===== config.mk =====
export PLATFORM = sky130hd
export DESIGN_NAME = qed_i_cache
export DESIGN_NICKNAME = d
export VERILOG_FILES = /design/src/rtl/qed_i_cache.sv
export SDC_FILE = /design/constraint.sdc
export NUM_CORES = 1
export LEC_CHECK = 0
export ABC_CLOCK_PERIOD_IN_PS = 4350
export CAP_MARGIN = 0
export CORE_ASPECT_RATIO = 0.75
export CORE_MARGIN = 10
export CORE_UTILIZATION = 55
export DETAILED_ROUTE_END_ITERATION = 6
export GPL_TIMING_DRIVEN = 0
export PLACE_DENSITY = 0.76
export SYNTH_ARGS = -nofsm -noshare
export SYNTH_HDL_FRONTEND = slang
export SYNTH_SLANG_ARGS = --single-unit

===== constraint.sdc =====
create_clock -name clk -period 4.35 [get_ports clk]
set_clock_uncertainty 0.2 [all_clocks]
set_input_delay 0.87 -clock clk [delete_from_list [all_inputs] [get_ports clk]]
set_output_delay 0.87 -clock clk [all_outputs]
set_load 0.005 [all_outputs]

===== src/rtl/qed_i_cache.sv =====
// qed_i_cache: SQED instruction replay buffer.
// Original phase captures valid non-NOP fetches in order while passing fetch
// through; duplicate phase replays the captured stream in the same order.
module qed_i_cache #(
  parameter int          DEPTH  = 16,
  parameter int          ADDR_W = 4,
  parameter logic [31:0] NOP    = 32'h0000_0013
) (
  input  logic              clk,
  input  logic              rst,
  input  logic              exec_dup,
  input  logic              IF_stall,
  input  logic              ifu_vld,
  input  logic [31:0]       ifu_qed_instruction,
  output logic [31:0]       qic_qimux_instruction,
  output logic              qic_vld,
  output logic              qic_full,
  output logic              qic_empty,
  output logic [ADDR_W:0]   qic_count,
  output logic              qic_overflow,
  output logic              qic_drained
);

  // Storage is deliberately not reset; the pointers alone define occupancy.
  logic [31:0]     mem [DEPTH];
  logic [ADDR_W:0] wr_ptr, rd_ptr;
  logic            push_req, push, pop;

  // Occupancy flags, derived purely from the pointers (MSB is the wrap flag).
  always_comb begin
    qic_count = wr_ptr - rd_ptr;
    qic_empty = (wr_ptr == rd_ptr);
    qic_full  = (wr_ptr[ADDR_W-1:0] == rd_ptr[ADDR_W-1:0]) &&
                (wr_ptr[ADDR_W] != rd_ptr[ADDR_W]);
  end

  // Push/pop qualification; exec_dup makes the two mutually exclusive.
  always_comb begin
    push_req = !exec_dup && ifu_vld && !IF_stall && (ifu_qed_instruction != NOP);
    push     = push_req && !qic_full;
    pop      = exec_dup && !IF_stall && !qic_empty;
  end

  // Output mux: passthrough in original phase, head of buffer in duplicate.
  always_comb begin
    if (!exec_dup) begin
      qic_qimux_instruction = ifu_qed_instruction;
      qic_vld               = ifu_vld;
    end else begin
      qic_qimux_instruction = qic_empty ? NOP : mem[rd_ptr[ADDR_W-1:0]];
      qic_vld               = !qic_empty;
    end
  end

  // Capture write into storage.
  always_ff @(posedge clk) begin
    if (push) mem[wr_ptr[ADDR_W-1:0]] <= ifu_qed_instruction;
  end

  // Pointer, sticky overflow and drained-pulse state.
  always_ff @(posedge clk or posedge rst) begin
    if (rst) begin
      wr_ptr       <= '0;
      rd_ptr       <= '0;
      qic_overflow <= 1'b0;
      qic_drained  <= 1'b0;
    end else begin
      if (push) wr_ptr <= wr_ptr + 1'b1;
      if (pop)  rd_ptr <= rd_ptr + 1'b1;
      if (push_req && qic_full) qic_overflow <= 1'b1;
      qic_drained <= pop && (qic_count == (ADDR_W+1)'(1));
    end
  end

endmodule

==> results of run 1 <==
==> final cells by class <==
type / count / area share
flip-flops and latches: 524 / 0.646
clock inverters: 25 / 0.00881
plain buffers: 56 / 0.0163
inverters: 38 / 0.00598
well taps: 504 / 0.0260
clock buffers: 56 / 0.0498
multi-input cells: 476 / 0.196
repair buffers: 111 / 0.0519
==> cells in the mapped netlist, drive strengths merged, types with 2 or more instances <==
cell type / count
xnor2: 9
nor2: 12
mux2i: 9
clkbuf: 27
edfxtp: 512
nor4: 9
a22oi: 3
mux4: 122
o22ai: 29
a21o: 2
and3: 15
mux2: 3
a31oi: 3
and4: 3
nor3: 6
nand4: 3
xor2: 4
nor3b: 2
dfrtp: 12
nand3: 31
buf: 32
o21ai: 37
nor2b: 2
a21oi: 3
nand2: 155
ha: 9
inv: 37
==> what timing repair did <==
action / 4_1_cts / 5_1_grt
buffers inserted: 4 / 10
cloned: 2 / 0
hold buffers: 0 / 0
pin swaps: 1 / 2
endpoints found under the setup margin: 38 / 30
resized for setup: 43 / 13
==> routing by layer <==
metal  routed length, um  GRT usage  vias to the layer above
met5                   0          0                        -
met4                1340     0.0594                        0
met3                5590     0.0434                      110
met2               23500      0.343                      730
met1               19600      0.309                     5701
li1                    -          -                     4680
==> worst paths after layout <==
check,start,slack [ns],cells after the start,to
setup / recovery,rd_ptr[1]$_DFFE_PP0P_,0.09,8,qic_qimux_instruction[25]
hold / removal,qic_overflow$_DFFE_PP0P_,0.28,1,qic_overflow$_DFFE_PP0P_
setup reg to reg,rd_ptr[1]$_DFFE_PP0P_,0.55,13,mem[3][14]$_DFFE_PP_
hold reg to reg,qic_overflow$_DFFE_PP0P_,0.28,1,qic_overflow$_DFFE_PP0P_
max in group asynchronous,rst,3.15,2,rd_ptr[4]$_DFFE_PP0P_
min in group asynchronous,rst,0.44,2,rd_ptr[2]$_DFFE_PP0P_
==> sequential cells by signal, indices dropped and copies added (netlist names) <==
| register | cells |
|---|---|
| wr_ptr | 5 |
| qic_overflow | 1 |
| mem | 512 |
| qic_drained | 1 |
| rd_ptr | 5 |
==> logic make-up (layout without fill, tap and decap cells) <==
group	count (synthesis)	in the layout
AO/OA/AOI/OAI	78	78
XOR/XNOR	13	13
adder cells (fa/ha/maj)	10	10
buffers and inverters	97	286
flip-flops	524	524
multiplexers	134	134
AND/OR/NAND/NOR	241	241
==> through the flow <==
step	util	setup WS [ns]	instances	TNS, ns
CTS	0.650	-0.0237	1782	-0.0472
global route	0.653	-0.00881	1790	-0.00881
detailed placement	0.606	-0.577	1696	-18.38
global placement	0.596	-1.58	1679	-391.72
floorplan	-	0.550	1097	0
finish	0.653	0.0939	1790	0
==> where the power goes <==
part	internal, W	switching [W]	total [W]
Sequential	0.00571	0.0000960	0.00581
Clock	0.00221	0.00177	0.00398
Combinational	0.00224	0.00258	0.00482
==> metrics.yaml, run 1 <==
muxShareOfSynthArea: 0.138
cts_tree: "done"
crit_family: "buffers and inverters"
dieArea_mm2: 0.0460
vias: 11200
wirelength_um: 50100
cellPowerDensity_mw_per_mm2: 602
portBuffers: 78
cp.arrival_ns: 3.19
nets: 1301
layout_commonest_cell: "edfxtp_1"
critPathLaunchType: "flip-flop"
ant_nets: 0
fp.dieH_um: 188
path_clk_slew_ns: 0.07
placed_cell_area_mm2: 0.0225
grt_max_degree: 30
total_leakage_power_nw: 8.12
drt_iter0_drc: 1760
hpwl_um: 30900
slew_headroom: 0.381
yosysUniqueCellTypes: 36
setup_viol: 0
min_period_over_period: 0.978
synth_adder_area_share: 0.00639
holdWs_ns: 0.278
path_class: "reg2out"
std_cell_rows: 61
grt_overflow: 0
path_cells: "buf_4 > buf_2 > clkbuf_1 > nand2_1 > nand3_1 > o21ai_1 > o22ai_1 > clkdlybuf4s50_1"
gp_congestion: 0.808
mostFrequentLayoutCells: "edfxtp_1 (512), nand2_1 (155), mux4_2 (122)"
clockBufferDepth: 3
syn-num-nets: 1144
cts_buffers: 47
synth.area.top_cells: "edfxtp_1 (74%), mux4_2 (13%), nand2_1 (2.8%), dfrtp_1 (1.4%), o22ai_1 (0.87%)"
area_delta_synth_final_pct: 17.0
synth_compound_area_frac: 0.0215
synthFlopType: "edfxtp_1"
die_w_um: 244
synth_simple_gate_area_share: 0.0511
synth_top_family_by_area: "multiplexers"
drcViolationCount: 0
critPathMaxFanout: 10
grt_use_total: 0.218
async_reset_ff_frac: 0.0229
antenna_cells: 0
ys_seq_area_frac: 0.756
maxCapViolCount: 0
slowest_delay_ns: 0.59
fillers: 2436
synth_edf_count: 512
grt_pass1_wl_um: 74800
ys_ff_latch: 524
fin_crit_ns: 4.26
pin_count: 79
min_path_type: "reg2reg"
yosys_warnings: 0
cp_num_buf_inv: 4
required_ns: 3.28
total_power_w: 0.0146
worst_pin_slew_ns: 0.925
vdd_drop_max_v: 0.000350
critical-path-slowest-cell: "clkbuf_1"
drt-pass1-iter-count: 6
endpoint_kind: "output port"
layout-drive-gt1-share: 0.225
routedWlPerCell_um: 28.0
cts-root-buf: "clkbuf_16"
start_util: 0.558
synth.top_cell.area_share: 0.741
vias_per_cell: 6.27
cts.sinks: 524
ctsHtreeMaxLevel: 2
syn-instance-count: 1097
syn-mean-instance-area_um2: 18.9
seqCellArea_mm2: 0.0157
status: "completed"
multi_input_area_mm2: 0.00475
finish.instance_area_mm2: 0.0243
clock_latency_ns: 0.56
synth_largest_area_cell: "edfxtp_1"
finalHoldViolations: 0
coreArea_mm2: 0.0372
max_freq_ghz: 0.235
antenna_found_initial: 1
slew_viol_final: 0
synth_area_mm2: 0.0207
grt_pass1_vias: 11500
synth_xor_area_frac: 0.00549
Note: power is estimated with default switching activity, not from simulation.
==> run 2, diff against run 1 <==
Settings changed: CORE_ASPECT_RATIO 0.75 to default.
==> run 2 against run 1 <==
Effect of this change:
- core utilization down 0.42 points
- fmax down 1.2%
- sequential share of layout area about the same
- total power up 0.42%
- non-clock buffer count down 11
- critical path type unchanged
- largest power group unchanged
==> metrics.yaml, run 2 (synthesis gave the netlist of run 1 again) <==
dp_cells: 1702  # +0.35%
cts.sinks: 524  # unchanged
antenna_found_initial: 0  # -1
use_met1: 0.287  # -0.0222
final-instance-count-excl-fill: 1788  # -0.11%
gr-max-usage-layer: "met2"
cts-root-buf: "clkbuf_16"
wirelength_um: 49500  # -1.2%
pin_count: 79  # unchanged
routedWlPerCell_um: 27.7  # -1.1%
largest_reg_flops: 512  # unchanged
cellPowerDensity_mw_per_mm2: 605  # +0.44%
cts_hold_buf: 0  # unchanged
vias: 11100  # -0.70%
grt_overflow: 0  # unchanged
total_leakage_power_nw: 8.11  # about the same
crit_family: "buffers and inverters"
std_cell_rows: 71  # +16%
setup_viol: 0  # unchanged
ctsHtreeMaxLevel: 2  # unchanged
final_util: 0.649  # -0.00415
cts_tree: "done"
grt_pass1_vias: 11500  # +0.56%
drcViolationCount: 0  # unchanged
layout-drive-gt1-share: 0.218  # -0.00625
critical-path-slowest-cell: "clkdlybuf4s50_1"
clockBufferDepth: 3  # unchanged
critPathMaxFanout: 10  # unchanged
drt_iter0_drc: 1494  # -15%
critPathLaunchType: "flip-flop"
vias_per_cell: 6.23  # -0.59%
slowest_delay_ns: 0.49  # -0.10 ns
finish.instance_area_mm2: 0.0243  # about the same
hpwl_um: 30600  # -0.75%
path_class: "reg2out"
grt_pass1_wl_um: 73900  # -1.2%
maxCapViolCount: 0  # unchanged
worst_pin_slew_ns: 0.902  # -0.0232 ns
placed_cell_area_mm2: 0.0225  # about the same
layout_commonest_cell: "edfxtp_1"
area_delta_synth_final_pct: 17.0  # about the same
die_w_um: 214  # -12%
cp.arrival_ns: 3.24  # +0.05 ns
path_clk_slew_ns: 0.07  # about the same
min_period_over_period: 0.991  # +0.0123
rsz0062_at_grt: "yes"
mostFrequentLayoutCells: "edfxtp_1 (512), nand2_1 (155), mux4_2 (122)"
slew_headroom: 0.399  # +0.0175
use_met3: 0.0396  # -0.00375
nets: 1294  # -0.54%
hp-start: "qic_overflow$_DFFE_PP0P_"
fp.dieH_um: 214  # +14%
path_cells: "buf_4 > buf_8 > buf_6 > inv_1 > ha_4 > nand4_1 > o21ai_4 > clkbuf_8 > o22ai_1 > clkdlybuf4s50_1"
cp_num_buf_inv: 6  # +2
r2r_end: "mem[3][16]$_DFFE_PP_"
worst-r2r-cell-count: 14  # +1
min_path_type: "reg2reg"
status: "completed"
clock_latency_ns: 0.58  # +0.02 ns
vdd_drop_max_v: 0.000357  # +2.1%
finalHoldViolations: 0  # unchanged
grt_use_total: 0.215  # -0.00368
max_freq_ghz: 0.232  # -1.2%
endpoint_kind: "output port"
rr_startpoint: "rd_ptr[1]$_DFFE_PP0P_"
portBuffers: 78  # unchanged
coreArea_mm2: 0.0374  # +0.62%
ant_nets: 0  # unchanged
grt_max_degree: 33  # +10%
grtUsageMet2: 0.353  # +0.00936
hold_path_depth: 1  # unchanged
drt-pass1-iter-count: 7  # +1
min_to: "qic_overflow$_DFFE_PP0P_"
dieArea_mm2: 0.0459  # -0.17%
required_ns: 3.28  # about the same
antenna_cells: 0  # unchanged
gp_congestion: 0.811  # +0.28%
ff2ff_setup_slack_ns: 0.39  # -0.16 ns
fin_crit_ns: 4.31  # +0.0537 ns
slew_viol_final: 0  # unchanged
cts_buffers: 51  # +8.5%
start_util: 0.555  # -0.00344
-- run 2: cell types whose count changed in the layout (fill, tap and decap cells not counted), moves of 3 or more --
| cell | change |
|---|---|
| o22ai_1 | +6 |
| o22ai_2 | -6 |
| buf_12 | -8 |
| buf_16 | +4 |
| buf_4 | -9 |
| clkinv_2 | -4 |
| clkbuf_16 | +3 |
| dlymetal6s2s_1 | +4 |
| buf_8 | +3 |
-- run 2: area by class of cell --
class	instances	area, um^2
multi-input combinational	476	4730
clock buffer	60	1330
tap	511	639
inverter	38	148
sequential	524	15700
timing repair buffer	98	1170
buffer	58	380
fill	2401	13100
clock inverter	23	200
-- run 2: timing repair --
action / CTS / global route
buffers inserted: 3 / 1
resized for setup: 39 / 16
cloned: 0 / 0
setup endpoints to repair: 38 / 32
pin swaps: 3 / 3
hold endpoints to repair: 0 / 0
-- run 2: routing by layer --
| metal | routed length [um] | vias to the layer above |
|---|---|---|
| li1 | - | 4666 |
| met1 | 19000 | 5784 |
| met2 | 24600 | 580 |
| met3 | 4310 | 112 |
| met4 | 1530 | 0 |
| met5 | 0 | - |
-- run 2: how the worst max path moves through the flow --
stage	start	end	slack, ns	depth (start not counted)
after floorplan	rd_ptr[2]$_DFFE_PP0P_	mem[3][0]$_DFFE_PP_	0.55	11
after global placement	ifu_qed_instruction[4]	mem[3][8]$_DFFE_PP_	-1.39	7
after detailed placement	rd_ptr[1]$_DFFE_PP0P_	qic_qimux_instruction[12]	-0.58	9
after CTS	rd_ptr[3]$_DFFE_PP0P_	qic_qimux_instruction[4]	0.008	11
after global routing	rd_ptr[3]$_DFFE_PP0P_	qic_qimux_instruction[15]	-0.04	10
final	rd_ptr[3]$_DFFE_PP0P_	qic_qimux_instruction[12]	0.04	10
-- run 2: per-stage QoR --
step | TNS (ns) | hold WS [ns] | power (W) | setup slack, ns
finish | 0 | 0.318 | 0.0147 | 0.0402
global route | -0.269 | 0.335 | 0.0153 | -0.0397
CTS | 0 | 0.323 | 0.0147 | 0.00760
detailed placement | -15.46 | 0.276 | 0.0105 | -0.585
global placement | -344.61 | 0.266 | 0.0103 | -1.39
floorplan | 0 | 0.266 | 0.00877 | 0.550
-- run 2: power breakdown --
group / leakage (nW) / total [W] / switching (W) / internal [W]
clock: 0.742 / 0.00413 / 0.00179 / 0.00234
sequential: 4.75 / 0.00581 / 0.0000995 / 0.00571
combinational: 2.62 / 0.00473 / 0.00255 / 0.00218
==> run 3, diff against run 2 <==
Settings changed: SLEW_MARGIN from default to 5.
==> run 3 against run 2 <==
Effect of this change:
- final cell count grew 0.45%
- critical path depth shrank 5
- via count shrank 0.18%
- sequential power is essentially flat
- sequential share of layout area shrank 0.39 points
- routed wire length shrank 0.84%
- register-to-register slack gained 0.18 ns
- core utilization grew 0.40 points
- global-route usage shrank 0.27 points
- largest power group unchanged
- highest routed layer is now met5
==> metrics.yaml, run 3 (synthesis gave the netlist of run 1 again) <==
status: "completed"
drcViolationCount: 0  # unchanged
ant_nets: 0  # unchanged
start_util: 0.555  # unchanged
grt_pass1_wl_um: 73500  # -0.51%
portBuffers: 78  # unchanged
vdd_drop_max_v: 0.000462  # +30%
maxCapViolCount: 0  # unchanged
grt_max_degree: 30  # -9.1%
cts-root-buf: "clkbuf_16"
min_period_over_period: 0.982  # -0.00912
clock_latency_ns: 0.57  # about the same
cts_tree: "done"
gp_congestion: 0.811  # unchanged
use_met3: 0.0477  # +0.00804
layout-drive-gt1-share: 0.223  # +0.00487
std_cell_rows: 71  # unchanged
clockBufferDepth: 3  # unchanged
worst_pin_slew_ns: 0.890  # -0.0117 ns
wirelength_um: 49100  # -0.84%
cellPowerDensity_mw_per_mm2: 603  # -0.24%
placed_cell_area_mm2: 0.0226  # +0.12%
cts_hold_buf: 0  # unchanged
worst_slack_ns: 0.0799  # +0.0397 ns
setup_viol: 0  # unchanged
max_freq_ghz: 0.234  # +0.93%
antenna_found_initial: 1  # +1
fin_crit_ns: 4.27  # -0.0397 ns
grt_use_total: 0.212  # -0.00272
slew_viol_final: 0  # unchanged
dp_slack_ns: -0.610  # -0.0254 ns
fp.dieH_um: 214  # unchanged
hpwl_um: 30900  # +0.85%
fillers: 2401  # unchanged
grtUsageMet2: 0.350  # -0.00285
dieArea_mm2: 0.0459  # unchanged
largest_reg_flops: 512  # unchanged
layout_commonest_cell: "edfxtp_1"
finalHoldViolations: 0  # unchanged
routedWlPerCell_um: 27.3  # -1.3%
ctsHtreeMaxLevel: 2  # unchanged
rsz0062_at_grt: "yes"
die_w_um: 214  # unchanged
pin_count: 79  # unchanged
critPathMaxFanout: 10  # unchanged
cts.sinks: 524  # unchanged
nets: 1293  # -0.077%
endpoint_kind: "output port"
vias_per_cell: 6.19  # -0.62%
area_delta_synth_final_pct: 17.7
gr-max-usage-layer: "met2"
mostFrequentLayoutCells: "edfxtp_1 (512), nand2_1 (155), mux4_2 (122)"
antenna_cells: 0  # unchanged
path_class: "in2out"
cp.arrival_ns: 3.20  # -0.04 ns
vias: 11100  # -0.18%
drt_iter0_drc: 1463  # -2.1%
finish.instance_area_mm2: 0.0244  # +0.61%
path_clk_slew_ns: 0.06  # about the same
critPathLaunchType: "input port"
required_ns: 3.28  # about the same
drt-pass1-iter-count: 5  # -2
grt_overflow: 0  # unchanged
coreArea_mm2: 0.0374  # unchanged
cts_buffers: 50  # -2.0%
grt_pass1_vias: 11500  # -0.035%
total_leakage_power_nw: 8.34  # +2.8%
use_met1: 0.280  # -0.00750
min_path_type: "reg2reg"
final_util: 0.653  # +0.00398
slew_headroom: 0.406  # +0.00779
## run 3: worst paths after layout
check                                          from                         to  slack [ns]  cells past startpoint
setup reg to reg              rd_ptr[2]$_DFFE_PP0P_       mem[3][13]$_DFFE_PP_        0.57                     13
setup / recovery                           exec_dup  qic_qimux_instruction[13]        0.08                      5
max in group asynchronous                       rst      rd_ptr[2]$_DFFE_PP0P_        3.16                      2
hold reg to reg            qic_overflow$_DFFE_PP0P_   qic_overflow$_DFFE_PP0P_        0.28                      1
min in group asynchronous                       rst      rd_ptr[3]$_DFFE_PP0P_        0.43                      2
hold / removal             qic_overflow$_DFFE_PP0P_   qic_overflow$_DFFE_PP0P_        0.28                      1
## run 3: critical path, cell delays in order
cell and delay (ns):
clkdlybuf4s50_1 0.48, clkbuf_2 0.39, clkbuf_1 0.69, o22ai_1 0.25
clkdlybuf4s50_1 0.50
## run 3: power by group
group / switching (W) / leakage [nW] / internal, W / total [W]
clock: 0.00180 / 0.789 / 0.00243 / 0.00424
sequential: 0.0000929 / 4.75 / 0.00571 / 0.00581
combinational: 0.00253 / 2.80 / 0.00216 / 0.00469
## run 3: what timing repair did
| action | CTS | global route |
|---|---|---|
| pin swaps | 2 | 2 |
| setup endpoints to repair | 38 | 31 |
| resized for setup | 40 | 27 |
| gates cloned | 2 | 0 |
| buffers inserted | 3 | 0 |
## run 3: per-layer routing
metal  share of wire  vias to the layer above
met4           0.027                        2
met1            0.38                     5757
li1                -                     4671
met5         0.00027                        -
met2            0.50                      586
met3           0.092                      106
## run 3: stage by stage
stage	std cells	total power [W]	hold slack [ns]	TNS, ns
2_1_floorplan	1097	0.00877	0.266	0
3_3_place_gp	1686	0.0103	0.266	-344.61
3_5_place_dp	1703	0.0104	0.276	-15.56
4_1_cts	1797	0.0148	0.290	-0.0215
5_1_grt	1796	0.0153	0.310	-0.0840
6_report	1796	0.0147	0.280	0
## run 3: final cells by class
cell class	count	area (um^2)	share of cell area
plain buffers	56	389	0.0159
clock inverters	32	275	0.0113
repair buffers	100	1250	0.0514
multi-input cells	476	4730	0.194
clock buffers	59	1310	0.0535
inverters	38	148	0.00605
flip-flops and latches	524	15700	0.642
well taps	511	639	0.0262
